**src/rtl/regm_wb_arbiter.sv**
```systemverilog
// regm_wb_arbiter: write-back scheduler for the single write port of regm.
// Two requesters (0: ALU path, 1: load/multi-cycle path) are arbitrated
// round-robin. The winning write is registered onto write/wrreg/wrdata, and
// writes to register 0 are suppressed. A 32-entry pending-write scoreboard
// lets issue logic stall on read-after-write hazards.
//
// Ports:
//   clk, rst_n                 clock, asynchronous active-low reset
//   rsv_valid, rsv_reg         reserve a destination register at issue
//   req0_valid/reg/data/ready  requester 0 handshake (ready combinational)
//   req1_valid/reg/data/ready  requester 1 handshake (ready combinational)
//   write, wrreg, wrdata       registered write port to regm
//   rd1_reg, rd2_reg           hazard query indices
//   rd1_busy, rd2_busy         scoreboard lookups (combinational)
//   busy_mask                  registered scoreboard, bit k = reg k pending
module regm_wb_arbiter (
  input  logic        clk,
  input  logic        rst_n,
  input  logic        rsv_valid,
  input  logic [4:0]  rsv_reg,
  input  logic        req0_valid,
  input  logic [4:0]  req0_reg,
  input  logic [31:0] req0_data,
  output logic        req0_ready,
  input  logic        req1_valid,
  input  logic [4:0]  req1_reg,
  input  logic [31:0] req1_data,
  output logic        req1_ready,
  output logic        write,
  output logic [4:0]  wrreg,
  output logic [31:0] wrdata,
  input  logic [4:0]  rd1_reg,
  input  logic [4:0]  rd2_reg,
  output logic        rd1_busy,
  output logic        rd2_busy,
  output logic [31:0] busy_mask
);

  localparam int unsigned DATA_W   = 32;
  localparam int unsigned REG_W    = 5;
  localparam int unsigned NUM_REGS = 32;

  // 1 = requester 1 won the most recent transfer; reset to 1 so req0 wins first tie
  logic              last_grant;
  logic              grant0;
  logic              grant1;
  logic              transfer;
  logic [REG_W-1:0]  sel_reg;
  logic [DATA_W-1:0] sel_data;
  logic [NUM_REGS-1:0] set_vec;
  logic [NUM_REGS-1:0] clr_vec;
  logic [NUM_REGS-1:0] busy_next;

  // Round-robin grant: a lone requester always wins, a tie goes to the one not granted last
  always_comb begin
    grant0   = req0_valid && (!req1_valid || last_grant);
    grant1   = req1_valid && (!req0_valid || !last_grant);
    transfer = grant0 || grant1;
    sel_reg  = grant1 ? req1_reg  : req0_reg;
    sel_data = grant1 ? req1_data : req0_data;
  end

  assign req0_ready = grant0;
  assign req1_ready = grant1;

  // Scoreboard update: clear on the commit edge, set on reservation; set wins on overlap
  always_comb begin
    set_vec = '0;
    clr_vec = '0;
    if (rsv_valid && (rsv_reg != REG_W'(0))) begin
      set_vec = NUM_REGS'(1) << rsv_reg;
    end
    if (write) begin
      clr_vec = NUM_REGS'(1) << wrreg;
    end
    busy_next = (busy_mask & ~clr_vec) | set_vec;
  end

  // Output register, grant history and scoreboard state
  always_ff @(posedge clk or negedge rst_n) begin
    if (!rst_n) begin
      write      <= 1'b0;
      wrreg      <= '0;
      wrdata     <= '0;
      busy_mask  <= '0;
      last_grant <= 1'b1;
    end else begin
      busy_mask <= busy_next;
      if (transfer) begin
        write      <= (sel_reg != REG_W'(0));
        wrreg      <= sel_reg;
        wrdata     <= sel_data;
        last_grant <= grant1;
      end else begin
        write <= 1'b0;
      end
    end
  end

  // Hazard lookups see only the registered mask
  assign rd1_busy = busy_mask[rd1_reg];
  assign rd2_busy = busy_mask[rd2_reg];

endmodule

```
**config.mk**
```make
export PLATFORM = sky130hd
export DESIGN_NAME = regm_wb_arbiter
export DESIGN_NICKNAME = d
export VERILOG_FILES = /design/src/rtl/regm_wb_arbiter.sv
export SDC_FILE = /design/constraint.sdc
export NUM_CORES = 1
export LEC_CHECK = 0
export CORE_ASPECT_RATIO = 1.5
export CORE_MARGIN = 1
export CORE_UTILIZATION = 31
export CTS_CLUSTER_SIZE = 25
export DETAILED_ROUTE_END_ITERATION = 8
export GPL_ROUTABILITY_DRIVEN = 0
export SETUP_SLACK_MARGIN = 0.15
export SKIP_CTS_REPAIR_TIMING = 1
export SLEW_MARGIN = 20
export SYNTH_ARGS = -nofsm -noshare
export SYNTH_HDL_FRONTEND = slang
export SYNTH_SLANG_ARGS = --single-unit
```
**constraint.sdc**
```tcl
create_clock -name clk -period 2.15 [get_ports clk]
set_input_delay 0.43 -clock clk [delete_from_list [all_inputs] [get_ports clk]]
set_output_delay 0.43 -clock clk [all_outputs]
set_load 0.005 [all_outputs]
```
-- Word level (Yosys, flattened, before mapping)
Cells that the tools add are included.
- register bits after elaboration: 71
- bits of input ports: 94
- output and inout bits: 74
- logic and storage cells: 32
- $lt $le $gt $ge: 2
- shifts and indexed selects: 2
- mux-type cells: 9
- bitwise logic cells: 3
- reductions and logical operators: 11
- operators by type and width (operator ; count):
    $mux W32 ; 3
    $shl A1 B5 Y32 const A ; 2
    $and A32 B32 Y32 ; 1
    $not A32 Y32 ; 1
    $or A32 B32 Y32 ; 1
    $lt A5 B6 Y1 const B ; 2
    $bmux W1 S5 ; 2
    $reduce_bool A5 Y1 ; 2
    $mux W5 ; 1
    $logic_and A1 B1 Y1 ; 3
    $logic_not A1 Y1 ; 3
    $logic_or A1 B1 Y1 ; 3
    $mux W1 ; 3

-- Depth between registers and ports, before layout
Gate-level depths: netlist of the first run.
- depth in word-level cells: 6
- depth in mapped cells: 7
- depth with buffers taken out: 5

-- Least setup slack after synthesis of the first run
No wires, ideal clock.
- path type: input port to output port
- from: input port rd1_reg[1]
- to: output port rd1_busy
- data arrival time: 1323 ps
- required time: 1720 ps
- path slack: 397 ps
- stages: 7
- path buffers: 2
- path through: buf_6 -> buf_12 -> mux2i_1 -> a22oi_1 -> nand3_1 -> nand2_1 -> a311o_1
- cells in the longest elaborated chain, start to end: 2
- ends and longest elaborated chain (what ; RTL line ; RTL):
    start, declared ; 32 ; input logic [4:0] rd1_reg,
    $bmux W1 S5 ; 101 ; assign rd1_busy = busy_mask[rd1_reg];
    $mux W1 (implied by the code) ; 101 ;
    end, declared ; 34 ; output logic rd1_busy,
No other way between the ends. The select of a mux whose other input is x is not followed.

-- Final worst setup path of the first run
- from: register busy_mask[17]
- to: output port rd1_busy
- cells in the longest elaborated chain, start to end: 2
- ends and longest elaborated chain (what ; RTL line ; RTL):
    start, declared ; 36 ; output logic [31:0] busy_mask
    start signal, assigned ; 88 ; busy_mask <= busy_next;
    $bmux W1 S5 ; 101 ;
    $mux W1 (implied by the code) ; 101 ;
No other way between the ends. The select of a mux whose other input is x is not followed.

==> results of run 1 <==
[metal layers]
metal | GRT usage, % | share of wire [%] | up-vias
met1 | 23.4 | 37 | 1805
met4 | 10.8 | 3.5 | 0
met2 | 39.7 | 52 | 189
met3 | 6.41 | 7.9 | 30
li1 | - | - | 1784
met5 | 0 | 0 | -
[final cells by class]
class	instances	area [sq um]	area share (%)
flip-flops and latches	71	1780	29.4
multi-input cells	297	1750	29.0
well taps	147	184	3.04
clock inverters	5	80.1	1.32
repair buffers	196	1980	32.8
inverters	5	18.8	0.310
clock buffers	11	253	4.18
[synth_stat cells]
library cell | n | area share [%]
or2_2 | 6 | 1.0
o21ai_1 | 1 | 0.14
a31oi_1 | 2 | 0.35
a22oi_1 | 8 | 1.7
mux2i_1 | 36 | 10
nor2b_1 | 5 | 0.87
and2_1 | 2 | 0.35
nand3b_1 | 2 | 0.42
a21oi_1 | 11 | 1.5
or4_1 | 2 | 0.42
or3_1 | 1 | 0.17
a211oi_1 | 2 | 0.42
buf_2 | 6 | 0.83
nand4_1 | 2 | 0.35
inv_1 | 5 | 0.52
nand3_1 | 9 | 1.2
dfrtp_1 | 70 | 49
buf_4 | 1 | 0.21
nor2_1 | 73 | 7.6
and2b_1 | 2 | 0.42
dfstp_2 | 1 | 0.73
nand2_1 | 22 | 2.3
o21a_1 | 2 | 0.42
nor3b_1 | 1 | 0.21
nand2b_1 | 6 | 1.0
clkbuf_1 | 6 | 0.62
o21ai_0 | 63 | 8.7
o22ai_1 | 33 | 5.7
buf_12 | 2 | 1.1
a311o_1 | 2 | 0.55
nand4b_1 | 4 | 0.97
buf_6 | 2 | 0.62
[logic make-up (layout without fill, tap and decap cells)]
kind of cell	count (synthesis)	in the layout
simple gates	137	137
flops	71	71
compound gates	124	124
mux	36	36
buf+inv	22	217
[flip-flops by register name, summed over array words and instances, names as in the netlist]
| name | count |
|---|---|
| wrreg | 5 |
| last_grant | 1 |
| write | 1 |
| busy_mask | 32 |
| wrdata | 32 |
[worst max path at each step]
stage                                  startpoint       end  cells after the start
after floorplan                        rd1_reg[1]  rd1_busy                      7
after global placement                 rd1_reg[1]  rd1_busy                      8
after detailed placement               rd1_reg[1]  rd1_busy                      8
after CTS                              rd1_reg[1]  rd1_busy                      8
after global routing      busy_mask[19]$_DFF_PN0_  rd1_busy                      6
final                     busy_mask[17]$_DFF_PN0_  rd1_busy                      6
[through the flow]
stage | worst slack [ns] | hold WS [ns] | cell area, sq um | setup TNS [ns]
floorplan | 0.397 | 0.134 | 3610 | 0
global placement | -0.628 | 0.392 | 5540 | -1.24
detailed placement | -0.658 | 0.402 | 5540 | -1.30
CTS | -0.661 | 0.0397 | 5870 | -1.32
global route | -0.0647 | 0.0592 | 6050 | -0.120
finish | -0.00273 | 0.0292 | 6050 | -0.00273
[power by group through the flow]
stage	Clock [mW]	Combinational, mW	Sequential (mW)
after floorplan	0	0.692	2.09
after global placement	0	1.94	2.20
after detailed placement	0	1.98	2.21
after CTS	1.68	1.98	2.19
after global routing	1.73	2.22	2.26
final	1.64	2.05	2.20
[cell usage in the layout, fill, tap and decap left out, types with 2 or more instances in the layout]
cell / n
clkdlybuf4s50_1: 152
nor2_1: 71
dfrtp_1: 70
o21ai_0: 63
mux2i_1: 36
o22ai_1: 33
buf_4: 23
nand2_1: 20
clkbuf_16: 11
dlymetal6s2s_1: 11
a21oi_1: 10
nand3_1: 9
or2_2: 6
nand2b_1: 5
inv_1: 5
nor2b_1: 4
nand4b_1: 4
a22oi_1: 4
a22oi_2: 4
buf_12: 4
clkbuf_2: 3
nand4_1: 2
nand3b_1: 2
o21a_1: 2
nand2_2: 2
and2b_2: 2
nor2_2: 2
a211oi_1: 2
a311o_1: 2
or4_1: 2
a31oi_1: 2
bufinv_16: 2
clkbuf_8: 2
clkinvlp_4: 2
==> run metrics, run 1 <==
status=finished with violations; failing checks=negative setup slack; Critical Path, Cell by Cell=mux2i_1, a22oi_2, nand4b_1, a21oi_2, a311o_1, dlymetal6s2s_1; clock share of power=27.9%; Post-Synth XOR/XNOR Area=0%; Routed WL per cell=around 18 um; Worst Skew=0.00567 ns; worst hold path class=in2async; CTS tree=done; CTS Sinks=71; root buf cell=clkbuf_16; Syn Inst Count=about 400; H-tree depth=3; leak pwr=2.56 nW; Vias per Instance=about 5.2; Reg clk slew, reported paths=around 0.06 ns; final period utilization=100%; initial core utilization=between 30 and 40%; fillers=1,022; Crit path required time=1.72 ns; Clock Tree Buf Depth=2; Final Max Slew Viols=0; FF+latch count, synth=71; die area=about 12,000 sq um; total power=5.88 mW; fmax=around 0.46 GHz; final hold vios=0; Gate power share=a little over a third; pwr/cell area=~1000 nW/um^2; Max Cap Violations=0; Crit-path slowest cell=dfrtp_1; Yosys cell types=32; fraction of power consumed by sequential logic=37.4%; switching share of power=31.1%; worst slew pin tran=0.633 ns; Buf/Inv on CP=1; kind of cell adding the most delay to the critical path=compound AO/OA/AOI/OAI gates; sequential-to-total area share from yosys stat=49.2%; die height=approximately 130 um; post-synth net total=484; Synth Area in Simple Gates=roughly 17%; core area=11,200 sq um; Vias=3,808; drt first pass iters=4; Iter 0 DRT Violations=140; main combinational cell family by area after synthesis=compound AO/OA/AOI/OAI gates; P_sw=1.83 mW; CP peak stage delay=0.43 ns; fraction of layout instances using a drive strength above 1=12.1%; TritonCTS Buffers=9; GR Overflow Total=0; IO Count=168; final setup margin=-0.00273 ns; Worst VDD drop=0.000415 V; Final ANT Viol Nets=0; first-pass GRT wire length=20,600 um; crit path capture type=output pin; worst-path fanout max=4; post-synthesis mux area share=under 10%; Post-Synth Adder-Cell Area=0%; final WL=13,200 um; largest net degree at the start of global routing=49; Critical Path AT=1.72 ns; Worst R2R End=wrdata[31]$_DFFE_PN0P_; cell area after synthesis=3610 sq um; post-DP HPWL=9800 um; Area growth syn-to-layout=67.4%; Nets=674; row cnt=47; Final min period=2.15 ns; P_int=roughly 4.1 mW; yosys warns=0; vias in the first global route=3,996; Inst Count DP=707; diode count=0; # port buffers=around 170; RSZ-0062 raised after global routing=true; Post-Route Utilization=between 50% and 60%; Crit Path Category=reg2out; Max-slew headroom=between 50% and 60%; syn avg cell area=around 9.3 sq um; path depth of the worst reg2reg path=5; R2R Path Start=last_grant$_DFFE_PN1P_; final non-filler cell total=732; GRT Resource Usage Total=22.0%; DR DRC count=0; flop-to-flop setup slack=0.66 ns; Clk Latency, worst-skew pair=0.33 ns; CP startpoint kind=flop; Die Width=roughly 90 um; setup violators final=1; initial antenna violation count=0; post-synthesis compound-gate area fraction=19.5%
(Power assumes the default switching activity.)
==> inputs of run 2 (changes only) <==
- CORE_UTILIZATION: 31 -> 45
- PLACE_DENSITY: not set -> 0.87
==> run 2 against run 1 <==
Effect of this change: the run still ends with negative setup slack left; final cell count decreased by 7.1%; clock power fell by 11%; via count up 4.3%; clock skew is 0.0033 ns lower; global-route usage rose by 9.0 points; critical endpoint is now rd2_busy; highest routed layer unchanged.
==> run metrics, run 2 (synthesis gave the netlist of run 1 again) <==
IO Count=168 (unchanged); Die Width=75.1 um (-17%); Crit path required time=1.72 ns (about the same); die height=112 um (-17%); grt met1 use=34.6% (+11 points); Iter 0 DRT Violations=329 (+140%); pwr/cell area=982 nW/um^2 (+0.95%); Routed WL per cell=19.3 um (+6.8%); GR peak layer=met2; post-DP HPWL=9000 um (-8.2%); failing checks=negative setup slack; worst hold path class=in2async; Multi-input gate area=1740 sq um (-0.71%); TritonCTS Buffers=9 (unchanged); Reg clk slew, reported paths=0.06 ns (about the same); final hold vios=0 (unchanged); DR DRC count=0 (unchanged); pre-CTS worst setup slack=-0.673 ns (-0.0157 ns); Clock Tree Buf Depth=2 (unchanged); Critical Path AT=1.74 ns (+0.02 ns); vias in the first global route=3,985 (-0.28%); worst-path fanout max=4 (unchanged); Worst Setup SP=busy_mask[13]$_DFF_PN0_; Area growth syn-to-layout=63.0%; GR Overflow Total=0 (unchanged); met2 Track Usage GR=51.2% (+12 points); core area=7710 sq um (-31%); # port buffers=167 (unchanged); largest net degree at the start of global routing=56 (+14%); Setup TNS Final=-0.0192 ns (-0.0165 ns); Final Max Slew Viols=0 (unchanged); initial antenna violation count=0 (unchanged); Inst Count DP=653 (-7.6%); R2R Path Start=last_grant$_DFFE_PN1P_; H-tree depth=3 (unchanged); final WL=13,100 um (-0.79%); diode count=0 (unchanged); fillers=523 (-49%); Vias per Instance=5.84 (+12%); setup violators final=1 (unchanged); Max-slew headroom=59.1% (+1.3 points); initial core utilization=46.8% (+15 points); die area=8390 sq um (-31%); row cnt=39 (-17%); drt first pass iters=5 (+1); root buf cell=clkbuf_16; Worst Skew=0.00236 ns (-0.00332 ns); GRT met3 Usage=9.41% (+3.0 points); CTS tree=done; fraction of layout instances using a drive strength above 1=11.2% (-0.89 points); RSZ-0062 raised after global routing=true; Max Cap Violations=0 (unchanged); final non-filler cell total=680 (-7.1%); Nets=667 (-1.0%); Vias=3,973 (+4.3%); commonest non-fill, non-tap cell in the layout=clkdlybuf4s50_1; Fin Hold WS=0.0287 ns (-0.000480 ns); GRT Resource Usage Total=31.0% (+9.0 points); Crit Path Category=reg2out; first-pass GRT wire length=19,400 um (-5.5%); register area=1780 sq um (about the same); Final ANT Viol Nets=0 (unchanged); Worst VDD drop=0.000614 V (+48%); worst slew pin tran=0.613 ns (-0.0201 ns); final setup margin=-0.0192 ns (-0.0165 ns); most frequent cells in the layout=clkdlybuf4s50_1, nor2_1, dfrtp_1, o21ai_0, mux2i_1; CTS Sinks=71 (unchanged); crit path capture type=output pin; final period utilization=101% (+0.77 points); Clk Latency, worst-skew pair=0.33 ns (about the same); leak pwr=2.49 nW (-2.8%); status=finished with violations; Post-Route Utilization=76.3% (+22 points); fmax=0.461 GHz (-0.76%); Final min period=2.17 ns (+0.0165 ns); CP startpoint kind=flop; biggest regs=busy_mask: 32 flops, wrdata: 32 flops, wrreg: 5 flops
==> run 2: cell types whose count changed in the layout (fill, tap and decap cells not counted), moves of 2 or more <==
| cell | before | now |
|---|---|---|
| clkinv_2 | 1 | 3 |
| dlymetal6s2s_1 | 11 | 9 |
| nand2_1 | 20 | 22 |
| buf_4 | 23 | 17 |
| nand2_2 | 2 | 0 |
==> run 2: worst paths after layout <==
kind / endpoint / depth (start not counted) / slack [ns]
worst max-delay path: rd2_busy / 6 / -0.02
worst min-delay path: wrdata[10]$_DFFE_PN0P_ / 1 / 0.03
worst max register to register: wrdata[31]$_DFFE_PN0P_ / 5 / 0.61
worst min register to register: wrdata[25]$_DFFE_PN0P_ / 2 / 0.52
max in group asynchronous: last_grant$_DFFE_PN1P_ / 2 / 1.47
min in group clk: wrdata[25]$_DFFE_PN0P_ / 2 / 0.52
==> run 2: layout make-up <==
cell class	instances	share of cell area (%)
flip-flops and latches	71	30.2
clock buffers	10	4.06
multi-input cells	297	29.5
well taps	102	2.17
clock inverters	6	1.02
inverters	5	0.319
repair buffers	189	32.7
==> run 2: layer usage <==
layer	vias to the layer above	wire [um]
li1	1780	-
met1	1903	4610
met2	250	6800
met3	40	1210
met4	0	489
met5	-	0
==> run 2: where the power goes <==
group	internal (mW)	switching (mW)
registers	1.73	0.464
clock network	0.922	0.541
logic	1.27	0.857
==> run 2: critical path, stage by stage (launching register included) <==
cell	delay (ns)
dfrtp_1	0.45
mux2i_1	0.17
a22oi_1	0.16
nand3_1	0.12
nand2_1	0.06
a311o_1	0.32
buf_2	0.14
==> run 2: through the flow <==
stage	power, mW	cell area [sq um]
finish	5.78	5880
CTS	5.60	5720
global route	6.10	5880
floorplan	2.78	3610
global placement	4.03	5420
detailed placement	4.12	5420
==> inputs of run 3 (changes only) <==
- SLEW_MARGIN: 20 -> not set
==> results of run 3 <==
Final layout, timing and power as in run 2 (identical DEF).
